<file path="src/rtl/vc32_pkg.sv">
// Shared types for the vc32 front end: parcel/fetch-word widths, fetch FSM states
// and the parcel-buffer entry layout.
package vc32_pkg;

  localparam int PARCEL_W = 16;
  localparam int FWORD_W  = 32;
  localparam int PC_W     = 32;

  typedef enum logic [1:0] {
    IDLE,
    REQ,
    DRAIN,
    HALT
  } fetch_state_e;

  typedef struct packed {
    logic [PARCEL_W-1:0] ins;
    logic [PC_W-1:0]     pc;
    logic                fault;
  } parcel_t;

endpackage

</file>
<file path="src/rtl/ifetch_buf.sv">
// Parcel FIFO for the fetch unit: 0/1/2 parcels pushed per cycle, one popped,
// synchronous flush. The head entry is always visible, even when the FIFO is empty.
module ifetch_buf
  import vc32_pkg::*;
#(
  parameter int      DEPTH = 2,
  parameter int      CW    = $clog2(DEPTH + 1),
  parameter parcel_t INIT  = '0
) (
  input  logic          clk,
  input  logic          reset,
  input  logic          flush,
  input  logic [1:0]    push_n,
  input  parcel_t       push0,
  input  parcel_t       push1,
  input  logic          pop,
  output parcel_t       head,
  output logic [CW-1:0] count
);

  localparam int AW = (DEPTH > 1) ? $clog2(DEPTH) : 1;

  parcel_t       mem_q [DEPTH];
  logic [AW-1:0] rp_q;
  logic [AW-1:0] wp_q;
  logic [CW-1:0] count_q;

  function automatic logic [AW-1:0] wrap_add(input logic [AW-1:0] p, input int n);
    return AW'((int'(p) + n) % DEPTH);
  endfunction

  // Storage is reset too so the head shows a defined parcel/PC before the first fetch.
  always_ff @(posedge clk) begin
    if (reset) begin
      rp_q    <= '0;
      wp_q    <= '0;
      count_q <= '0;
      for (int i = 0; i < DEPTH; i++) begin
        mem_q[i] <= INIT;
      end
    end else if (flush) begin
      rp_q    <= '0;
      wp_q    <= '0;
      count_q <= '0;
    end else begin
      if (push_n != 2'd0) begin
        mem_q[wp_q] <= push0;
      end
      if (push_n == 2'd2) begin
        mem_q[wrap_add(wp_q, 1)] <= push1;
      end
      wp_q <= wrap_add(wp_q, int'(push_n));
      if (pop) begin
        rp_q <= wrap_add(rp_q, 1);
      end
      count_q <= CW'(int'(count_q) + int'(push_n) - (pop ? 1 : 0));
    end
  end

  assign head  = mem_q[rp_q];
  assign count = count_q;

endmodule

</file>
<file path="src/rtl/ifetch.sv">
// Instruction fetch unit: fetches 32-bit words, splits them into 16-bit parcels and
// feeds decode one parcel per cycle. Build option IFETCH_PREFETCH_EN: 4-deep buffer
// with overlapped fetch; otherwise 2-deep buffer with fetch and decode alternating.
module ifetch
  import vc32_pkg::*;
#(
  parameter int            RV         = 32,
  parameter logic [RV-1:0] RESET_ADDR = '0
) (
  input  logic                clk,
  input  logic                reset,
  input  logic                redirect,
  input  logic [RV-1:0]       redirect_pc,
  input  logic                dec_ready,
  output logic [PARCEL_W-1:0] ins,
  output logic [RV-1:0]       ins_pc,
  output logic                ins_fault,
  output logic                idone,
  output logic                mem_req,
  output logic [RV-1:0]       mem_addr,
  input  logic                mem_ack,
  input  logic [FWORD_W-1:0]  mem_rdata,
  input  logic                mem_fault
);

`ifdef IFETCH_PREFETCH_EN
  localparam int DEPTH = 4;
`else
  localparam int DEPTH = 2;
`endif
  localparam int CW = $clog2(DEPTH + 1);

  localparam parcel_t INIT_ENTRY = '{
    ins:   '0,
    pc:    PC_W'(RESET_ADDR & ~RV'(1)),
    fault: 1'b0
  };

  fetch_state_e  state_q;
  logic [RV-1:0] fpc_q;
  logic          skip_q;

  parcel_t       head;
  parcel_t       lo_e;
  parcel_t       hi_e;
  parcel_t       push0;
  logic [1:0]    push_n;
  logic [CW-1:0] count;
  logic          pop;
  logic          issue;
  logic          req_now;
  logic          accept;
  int            occ_after_pop;

  assign idone = !reset && (count != '0) && dec_ready && !redirect;
  assign pop   = idone;

  assign occ_after_pop = int'(count) - int'(pop);
`ifdef IFETCH_PREFETCH_EN
  assign issue = (DEPTH - occ_after_pop) >= 2;
`else
  assign issue = (occ_after_pop == 0);
`endif

  // A request starts combinationally from IDLE so it is visible in the first cycle
  // after reset, a redirect, or an ack; once in REQ it is held until the ack.
  assign req_now  = !reset &&
                    ((state_q == REQ) || ((state_q == IDLE) && issue && !redirect));
  assign accept   = req_now && mem_ack && !redirect;
  assign mem_req  = req_now;
  assign mem_addr = fpc_q;

  assign lo_e = '{
    ins:   mem_rdata[PARCEL_W-1:0],
    pc:    PC_W'(fpc_q),
    fault: mem_fault
  };
  assign hi_e = '{
    ins:   mem_rdata[FWORD_W-1:PARCEL_W],
    pc:    PC_W'(fpc_q + RV'(2)),
    fault: mem_fault
  };
  assign push_n = accept ? (skip_q ? 2'd1 : 2'd2) : 2'd0;
  assign push0  = skip_q ? hi_e : lo_e;

  always_ff @(posedge clk) begin
    if (reset) begin
      state_q <= IDLE;
      fpc_q   <= RESET_ADDR & ~RV'(3);
      skip_q  <= RESET_ADDR[1];
    end else if (redirect) begin
      fpc_q  <= redirect_pc & ~RV'(3);
      skip_q <= redirect_pc[1];
      case (state_q)
        REQ, DRAIN: state_q <= mem_ack ? IDLE : DRAIN;
        default:    state_q <= IDLE;
      endcase
    end else if (accept) begin
      fpc_q   <= fpc_q + RV'(4);
      skip_q  <= 1'b0;
      state_q <= mem_fault ? HALT : IDLE;
    end else begin
      case (state_q)
        IDLE:    if (req_now) state_q <= REQ;
        DRAIN:   if (mem_ack) state_q <= IDLE;
        default: ;
      endcase
    end
  end

  ifetch_buf #(
    .DEPTH (DEPTH),
    .CW    (CW),
    .INIT  (INIT_ENTRY)
  ) u_buf (
    .clk    (clk),
    .reset  (reset),
    .flush  (redirect),
    .push_n (push_n),
    .push0  (push0),
    .push1  (hi_e),
    .pop    (pop),
    .head   (head),
    .count  (count)
  );

  assign ins       = head.ins;
  assign ins_pc    = RV'(head.pc);
  assign ins_fault = head.fault;

endmodule

</file>
<file path="config.mk">
export PLATFORM = sky130hd
export DESIGN_NAME = ifetch
export DESIGN_NICKNAME = d
export VERILOG_FILES = /design/src/rtl/vc32_pkg.sv /design/src/rtl/ifetch_buf.sv /design/src/rtl/ifetch.sv
export SDC_FILE = /design/constraint.sdc
export NUM_CORES = 1
export LEC_CHECK = 0
export CORE_ASPECT_RATIO = 1.2
export CORE_MARGIN = 2
export CORE_UTILIZATION = 45
export DETAILED_ROUTE_END_ITERATION = 16
export PLACE_DENSITY = 0.81
export REMOVE_ABC_BUFFERS = 1
export SKIP_LAST_GASP = 1
export SYNTH_ARGS = -nofsm -noshare
export SYNTH_HDL_FRONTEND = slang
export SYNTH_HIERARCHICAL = 1
export SYNTH_SLANG_ARGS = --single-unit
export TNS_END_PERCENT = 5
</file>
<file path="constraint.sdc">
create_clock -name clk -period 6.87 [get_ports clk]
set_input_delay 1.374 -clock clk [delete_from_list [all_inputs] [get_ports clk]]
set_output_delay 1.374 -clock clk [all_outputs]
set_load 0.005 [all_outputs]
</file>
==> parameters.txt <==
Parameter                              Value

Critical path
  Worst path top cell family by delay ... buffers and inverters
  Crit Path Class ... input port to primary output
  Stage delay of the slowest cell on the critical path ... 0.56 ns
  Endpoint required time on the critical path ... between 5 and 6 ns
  Buf/Inv on CP ... 4
  Kind of launch point of the worst setup path ... input port
  Critical path's slowest cell ... clkdlybuf4s50_1
  Critical Path Fanout Max ... 28
  Cell Chain, Critical Path ... clkdlybuf4s50_1 -> buf_4 -> nor2_1 -> buf_4 -> o21ai_0 -> nor2_1 -> clkdlybuf4s50_1
  Element type at the critical path end ... primary output
  Arrival time at the worst endpoint ... 3.54 ns

Clock tree
  Root cell of the clock tree ... clkbuf_16
  Count of hold-fix buffers inserted at cts ... 0
  CTS sink count ... 136
  CTS tree ... yes
  Clk Latency, worst-skew pair ... 0.41 ns
  Quantity of gates resized following cts ... 0
  Setup repair bufs after CTS ... 0
  H-tree levels ... 4
  Buffers from clock root to sink, at most ... 2
  CTS Buf Count ... 17
  Clock-pin slew on the worst setup and hold paths ... 0.06 ns

Timing
  Worst-case hold slack ... 0.546 ns
  Count of final setup violators ... 0
  Total count of max-transition violations in the final report ... 0
  Final critical delay including setup and external delays ... a little under 5 ns
  Maximum operating frequency ... a little over 0.2 GHz
  Sum Neg Setup Slack ... 0 ns
  Unrepaired setup endpoints after global routing ... false
  Final clock skew ... about 0.0063 ns
  Transition time at the pin with the least slew margin ... 1.16 ns
  Slew HR ... 22.7%
  Worst setup margin ... 1.96 ns
  Final hold viol count ... 0
  Final clock period utilization by the worst path ... 71.5%

Floorplanning
  Die span in y ... 144 µm
  Initial core utilization ... 45.8%
  Number of rows created at floorplan ... 51
  DIE WIDTH ... 121 µm
  Overall die area ... 0.0175 mm²
  I/O Pins ... 153
  Core area ... 0.0161 mm²

Synthesis
  Ys Warns ... 6
  Post-synthesis sequential area ratio ... roughly 50%
  Number of enable-type register cells in the synthesized netlist ... 98
  Async SR Flop Fraction ... 0%
  Post-synthesis cell type count ... 62
  Post-Synthesis Cells ... slightly above 700
  Synth Cell Area ... 0.00740 mm²
  Commonest register cell after synthesis ... edfxtp_1
  Number of register bits inferred by synthesis ... 136
  Mean area per synthesized cell ... 10.3 µm²

Power and ir drop
  Combinational Power Share ... 11.8%
  Leakage component of the power ... 3.11 nW
  PwrDens ... around 230 mW/mm²
  Max rail drop VDD ... 0.126 mV
  P_int ... 1.65 mW
  Part of the total power dissipated in sequential elements ... 44.3%
  Clock network power share ... between 40 and 50%
  Sw Pwr ... between 400 and 500 µW
  Switching power as a share of total power ... between 20% and 30%

Hold path
  Class of the tightest hold or removal check ... flip-flop to flip-flop

Final layout
  Layout filler cell count ... roughly 1.3k
  Number of nets in the layout ... 893
  Most common cell after layout, fill and taps aside ... clkdlybuf4s50_1
  Core utilization of the finished layout ... between 50% and 60%
  Share of layout cells above drive strength 1 ... 15.9%
  Most frequent cells in the layout ... clkdlybuf4s50_1 (149), nand2_1 (122), o22ai_1 (99)
  Area grow syn2layout ... 27.4%
  Diode count ... 0

GRT
  Remaining Overflow, GRT ... 0
  Global-route wire length before repair ... approximately 30 mm
  Gr usage total ... 22.8%
  Via count of the first global-routing pass ... 5861
  Pin count of the biggest net entering global routing ... 99
  Number of antenna violations at the first check in global routing ... 0

Place
  Port-buffer cells ... 149
  Worst setup timing slack at the placement stage ... 1.95 ns
  HPWL after detailed placement ... approximately 12 mm
  Weighted congestion reported at the end of routability-driven placement ... 0.842

Status
  Status ... complete, no violations

Route
  Count of nets left with antenna violations after detail routing ... 0
  Routed wire length ... 20.0 mm
  Wirelength per Cell ... 19.2 µm
  Total number of vias ... around 6.1k
  DRC ... 0
  Post-detailed-route via-to-cell ratio ... 5.88
  Number of detailed-routing iterations run before antenna repair ... 5
  Number of violations reported at the end of detailed-routing iteration 0 ... 521

Flow run
  Number of max-capacitance violations reported ... 0
==> worst min-delay path, stage by stage (launching register included) <==
cell and delay, ns:
dfxtp_1 0.32, xnor2_1 0.14, nor3_1 0.05
==> logic make-up (layout without fill, tap and decap cells) <==
family                     after synthesis  after routing  share of synthesized area (%)
other                                    2              5                          0.102
adders and majority gates                6              6                           1.01
buffers and inverters                  109            215                           7.73
AOI/OAI and AO/OA                      164            164                           14.8
xor gates and xnor gates                18             18                           2.13
muxes                                   68             68                           10.3
and+or+nand+nor                        218            218                           13.9
DFF                                    136            136                           50.1
==> path summary, 6_finish.rpt <==
kind | to | startpoint | cells past startpoint | slack (ns)
hold / removal | flip-flop | u_buf/rp_q | 2 | 0.55
setup reg to reg | u_buf/mem_q[1][18] | state_q[0] | 9 | 3.27
setup / recovery | idone | reset | 7 | 1.96
hold reg to reg | flip-flop | u_buf/rp_q | 2 | 0.55
==> cells in the mapped netlist, types with 3 or more instances <==
cell,n,area [µm²]
nand2_1,122,458
o22ai_1,99,619
edfxtp_1,98,2940
mux2_2,66,743
clkbuf_1,41,154
dfxtp_1,38,761
buf_4,32,240
nor2_1,19,71.3
inv_1,17,63.8
nor3_1,14,70.1
nand3_1,13,65.1
o21ai_0,13,65.1
a21oi_1,10,50.1
xnor2_1,10,87.6
buf_1,9,33.8
a22o_1,8,70.1
nor4_1,8,50.1
xor2_1,8,70.1
or3_1,7,43.8
a221o_1,6,60.1
ha_1,6,75.1
buf_6,5,56.3
nand4_1,5,31.3
buf_2,4,20.0
nor3b_1,4,30.0
a211oi_1,3,22.5
o211ai_1,3,22.5
o21bai_1,3,22.5
or2_2,3,18.8
or4_4,3,33.8
==> cell type report <==
| class | count | area, µm² | area share (%) |
|---|---|---|---|
| clock buffers | 21 | 470 | 4.99 |
| inverters | 18 | 67.6 | 0.717 |
| flip-flops and latches | 136 | 3700 | 39.3 |
| clock inverters | 11 | 146 | 1.55 |
| well taps | 212 | 265 | 2.81 |
| multi-input cells | 479 | 3160 | 33.5 |
| repair buffers | 165 | 1610 | 17.1 |
==> power by group through the flow <==
stage | registers (mW) | clock network [mW] | logic (mW)
6_report | 0.951 | 0.943 | 0.253
3_5_place_dp | 0.968 | 0 | 0.252
5_1_grt | 0.956 | 0.990 | 0.273
2_1_floorplan | 0.964 | 0 | 0.107
3_3_place_gp | 0.966 | 0 | 0.249
4_1_cts | 0.951 | 0.952 | 0.253
==> stage by stage <==
step	instance area [µm²]	power [mW]	std cells
after floorplan	6900	1.07	633
after global placement	8810	1.22	1010
after detailed placement	8810	1.22	1010
after CTS	9430	2.16	1042
after global routing	9430	2.22	1042
final	9430	2.15	1042
==> flip-flops by register name, summed over array words and instances, names as in the netlist, named ones only <==
| name | flops |
|---|---|
| mem_addr | 30 |
| skip_q | 1 |
| state_q | 2 |
| u_buf/count | 2 |
| u_buf/mem_q | 98 |
| u_buf/rp_q | 1 |
| u_buf/wp_q | 1 |
==> layer usage <==
layer	share of wire, %	up-vias	GRT usage [%]	routed length, µm
met5	0	-	0	0
met4	1.6	0	8.02	321
met3	6.6	27	4.73	1320
met2	51	242	39.4	10200
met1	41	2986	28.2	8160
li1	-	2868	-	-
Note: power is estimated with default switching activity, not from simulation.
==> variant 1 (same settings) <==
Add a define of `IFETCH_PREFETCH_EN`.
--- a/src/rtl/ifetch.sv
+++ b/src/rtl/ifetch.sv
@@ -2,4 +2,6 @@
 // feeds decode one parcel per cycle. Build option IFETCH_PREFETCH_EN: 4-deep buffer
 // with overlapped fetch; otherwise 2-deep buffer with fetch and decode alternating.
+`define IFETCH_PREFETCH_EN
+
 module ifetch
   import vc32_pkg::*;
Behaviour: not the same (a bounded check fails within 4 cycles, from zero or initial values and one cycle with reset high).
==> variant 1 against the original RTL <==
First-iteration DRC count is 79% higher. Critical path depth is 8 higher. Maximum frequency is 17% lower. Die area is 70% higher. Critical path type is now input pin to flop. Setup slack worse by 1.0 ns. Routed wire length is 74% higher. Clock skew is 0.0062 ns higher. Largest cell class unchanged. Area after synthesis is 72% higher. Final area is 59% higher. Core utilization is 4.6 points lower. Sequential cell count is 102 higher. Total power is 51% higher. Non-clock buffer count is 8 higher.
==> variant 1: results (changes against the original RTL) <==
stage	metric	value	unit	change
drt	routed_wire_length_per_instance	23.8	um	was 19.2 um
global_route	use_met1	30.7	%	was 28.2%
global_route	track_usage	23.5	%	was 22.8%
placement	place_ws	0.419	ns	was 1.95 ns
logic_synthesis	synth_fa_ha_area_share	1.34	%	was 1.01%
placement	place_congestion	0.813		was 0.842
worst_setup_path	r2r_slack	1.80	ns	was 3.27 ns
worst_hold_path	hp-start	skip_q		was u_buf/rp_q
logic_synthesis	synth_edf_count	196		was 98
worst_setup_path	worstReg2RegStart	u_buf/count[2]		was state_q[0]
timing	clock_skew	0.0125	ns	was 0.00629 ns
worst_setup_path	ff2ff_path_depth	14		was 9
drt	num_vias	9182		was 6123
placement	dp_hpwl	20200	um	was 12200 um
run_status	outcome	finished, final reports clean		unchanged
power	pwr-share-seq	51.6	%	was 44.3%
power	finalPower	3250	uW	was 2150 uW
logic_synthesis	synth_xor_xnor_area_share	0.482	%	was 2.13%
clock_network	cts_max_level	1		was 4
final_layout	fin_nets	1148		was 893
power	switchingPower	785	uW	was 494 uW
logic_synthesis	ys_types	68		was 62
global_route	grt_pass1_wl	53500	um	was 30800 um
power	power_frac_clock	38.4	%	was 43.9%
timing	fin_hold_ws	0.501	ns	was 0.546 ns
logic_synthesis	synth_compound_area_share	18.6	%	was 14.8%
timing	fmax	0.169	GHz	was 0.204 GHz
worst_setup_path	cp_slowest_cell	nor4b_4		was clkdlybuf4s50_1
clock_network	cts_buffers	25		was 17
clock_network	clockBufferDepth	3		was 2
logic_synthesis	yosys-top-cells-area	edfxtp_1, a22o_1, mux4_2, dfxtp_1, and3_1		was edfxtp_1, dfxtp_1, mux2_2, o22ai_1, nand2_1
worst_setup_path	cp-endpoint	u_buf/mem_q[1][18]		was idone
final_layout	fill_cells	2314		was 1334
placement	placed_area	14300	um^2	was 8810 um^2
logic_synthesis	synthTopCellsByCount	edfxtp_1, a22o_1, and3_1		was nand2_1, o22ai_1, edfxtp_1
power	p_leak	0.00536	uW	was 0.00311 uW
global_route	met2_usage	39.0	%	was 39.4%
power	ir_worst_vdd	132	uV	was 126 uV
==> variant 1: changes by cell type in the layout (fill, tap and decap cells not counted), sizes merged, moves of 11 or more <==
cell	change
a22o	+136
nand2	-102
o22ai	-99
edfxtp	+98
and3	+51
a31o	+50
mux2	-50
mux4	+49
nor2	+19
a311oi	+16
and2	+12
clkbuf	+12
inv	+11
==> variant 1: cell families (layout without fill, tap and decap cells) <==
group                    count (synthesis)  count (layout)
AO/OA/AOI/OAI                          283             283
other                                    2              14
flip-flops                             238             238
XOR/XNOR                                 7               7
AND/OR/NAND/NOR                        217             217
multiplexers                            65              65
buffers and inverters                  149             243
adder cells (fa/ha/maj)                 13              13
==> variant 1: cell type report <==
class | count | area [um^2] | area share [%]
Tap cell | 379 | 474 | 3.16
Timing Repair Buffer | 173 | 1690 | 11.3
Clock buffer | 33 | 678 | 4.51
Multi-Input combinational cell | 599 | 5290 | 35.2
Clock inverter | 9 | 56.3 | 0.375
Inverter | 28 | 105 | 0.700
Sequential cell | 238 | 6730 | 44.8
==> variant 2 (config.mk and constraints unchanged) <==
Without the edit above. Re-encode `fetch_state_e` (4 states) as Gray code, 2 bits wide.
--- a/src/rtl/vc32_pkg.sv
+++ b/src/rtl/vc32_pkg.sv
@@ -8,8 +8,8 @@
 
   typedef enum logic [1:0] {
-    IDLE,
-    REQ,
-    DRAIN,
-    HALT
+    IDLE  = 2'b00,
+    REQ   = 2'b01,
+    DRAIN = 2'b11,
+    HALT  = 2'b10
   } fetch_state_e;
 
Check against the original RTL: same outputs for any inputs over 4 cycles, from zero or initial values and one cycle with reset high; so few cycles prove little.
==> variant 2 against the original RTL <==
Register-to-register slack worse by 0.09 ns. Area after synthesis is 1.0% higher. Total power is 0.91% higher. Critical path depth is 2 lower. Die area is 1.0% higher. Core utilization is 0.37 points lower. Combinational power is 14% higher. Sequential cell count stayed put. Final area is 0.15% higher. Setup slack better by 0.098 ns. Routed wire length is 1.7% higher. Hold slack worse by 0.029 ns. Synthesized cell count is 0.55% higher.
==> variant 2: results (changes against the original RTL) <==
stage	metric	value	unit	change
run_status	outcome	finished, final reports clean		unchanged
worst_setup_path	critPathArrivalTime	3.44	ns	was 3.54 ns
worst_hold_path	holdCritPathClass	flop to flop		unchanged
placement	dp_hpwl	12500	um	was 12200 um
clock_network	clock_latency	0.42	ns	
worst_setup_path	crit_fanout	31		was 28
final_layout	inverters	10		was 18
final_layout	seqCellArea	3700	um^2	unchanged
final_layout	drive_above_1_share	14.8	%	was 15.9%
final_layout	nNonClkBuffers	160		was 165
worst_hold_path	hp-start	state_q[1]		was u_buf/rp_q
clock_network	clockBufferDepth	2		unchanged
worst_setup_path	max_stage_delay	0.68	ns	was 0.56 ns
logic_synthesis	yosysSeqAreaShare	49.6	%	was 50.1%
power	pg_seq	963	uW	was 951 uW
power	ir_worst_vdd	148	uV	was 126 uV
clock_network	post_cts_resized	0		unchanged
drt	drt_iter0_markers	624		was 521
global_route	use_met3	6.01	%	was 4.73%
final_layout	clk_share	6.24	%	was 6.54%
logic_synthesis	async_flop_share	0	%	unchanged
global_route	grt_pass1_wl	31000	um	was 30800 um
final_layout	fill_cells	1359		was 1334
final_layout	fin_nets	893		unchanged
placement	place_congestion	0.849		was 0.842
drt	dr.pass1.iters	5		unchanged
global_route	met2_usage	38.8	%	was 39.4%
timing	slew-limit-headroom	19.1	%	was 22.7%
logic_synthesis	ys_types	63		was 62
worst_setup_path	worstReg2RegStart	state_q[0]		unchanged
worst_setup_path	reg2reg_to	u_buf/mem_q[0][4]		was u_buf/mem_q[1][18]
drt	num_vias	6200		was 6123
placement	io_buffers	149		unchanged
final_layout	num_antenna_cells	1		was 0
worst_hold_path	min_path_cells	2		unchanged
worst_setup_path	r2r_slack	3.18	ns	was 3.27 ns
global_route	use_met1	27.8	%	was 28.2%
logic_synthesis	yosys-top-cells-area	edfxtp_1, dfxtp_1, mux2_2, o22ai_1, nand2_1		unchanged
final_layout	num-multi-input-gates	492		was 479
timing	fin_hold_ws	0.517	ns	was 0.546 ns
timing	clock_skew	0.0108	ns	was 0.00629 ns
drt	drt-total-wl	20400	um	was 20000 um
worst_setup_path	ff2ff_path_depth	8		was 9
power	power_frac_clock	42.2	%	was 43.9%
logic_synthesis	synthTopCellsByCount	nand2_1, o22ai_1, edfxtp_1		unchanged
power	p_leak	0.00307	uW	was 0.00311 uW
final_layout	buf_share	16.7	%	was 17.1%
global_route	antenna_found_initial	1		was 0
global_route	track_usage	22.8	%	about the same
power	switchingPower	511	uW	was 494 uW
global_route	grt_pass1_vias	6026		was 5861
final_layout	multi_input_area	3270	um^2	was 3160 um^2
[variant 2: worst max-delay path by stage]
stage	start	to	slack, ns	depth (start not counted)
final	reset	idone	2.05	5
after global routing	reset	idone	1.95	5
after CTS	redirect	mem_req	2.06	6
after detailed placement	redirect	u_buf/mem_q[0][32]	1.75	8
after global placement	redirect	u_buf/mem_q[0][32]	1.86	8
after floorplan	redirect	u_buf/mem_q[0][0]	0.92	5
[variant 2: metrics by stage]
step | util [%] | setup WS, ns | cells | power [uW] | instance area, um^2
5_1_grt | 58.0 | 1.95 | 1043 | 2240 | 9440
6_report | 58.0 | 2.05 | 1043 | 2170 | 9440
4_1_cts | 58.0 | 2.06 | 1042 | 2170 | 9440
3_5_place_dp | 54.4 | 1.75 | 1010 | 1270 | 8850
3_3_place_gp | 54.4 | 1.86 | 1010 | 1260 | 8850
2_1_floorplan | - | 0.924 | 638 | 1100 | 6980
[variant 2: routing by layer]
metal,part of all wire [%],wire length (um)
met1,41,8340
met2,50,10200
met3,7.1,1450
met4,1.8,359
met5,0,0
[variant 2: kinds of logic (layout without fill, tap and decap cells)]
group | Yosys count | after routing | synth area share, %
multiplexers | 68 | 68 | 10.2
other | 2 | 6 | 0.100
buffers and inverters | 100 | 202 | 7.25
flip-flops | 136 | 136 | 49.6
XOR/XNOR | 22 | 22 | 2.58
AND/OR/NAND/NOR | 211 | 211 | 13.6
AO/OA/AOI/OAI | 180 | 180 | 15.7
adder cells (fa/ha/maj) | 6 | 6 | 1.00
[variant 2: worst max-delay path, delay by kind of cell]
kind / cells / cell delay [ns]
buffers and inverters: 3 / 1.59
AO/OA/AOI/OAI: 1 / 0.28
AND/OR/NAND/NOR: 1 / 0.19
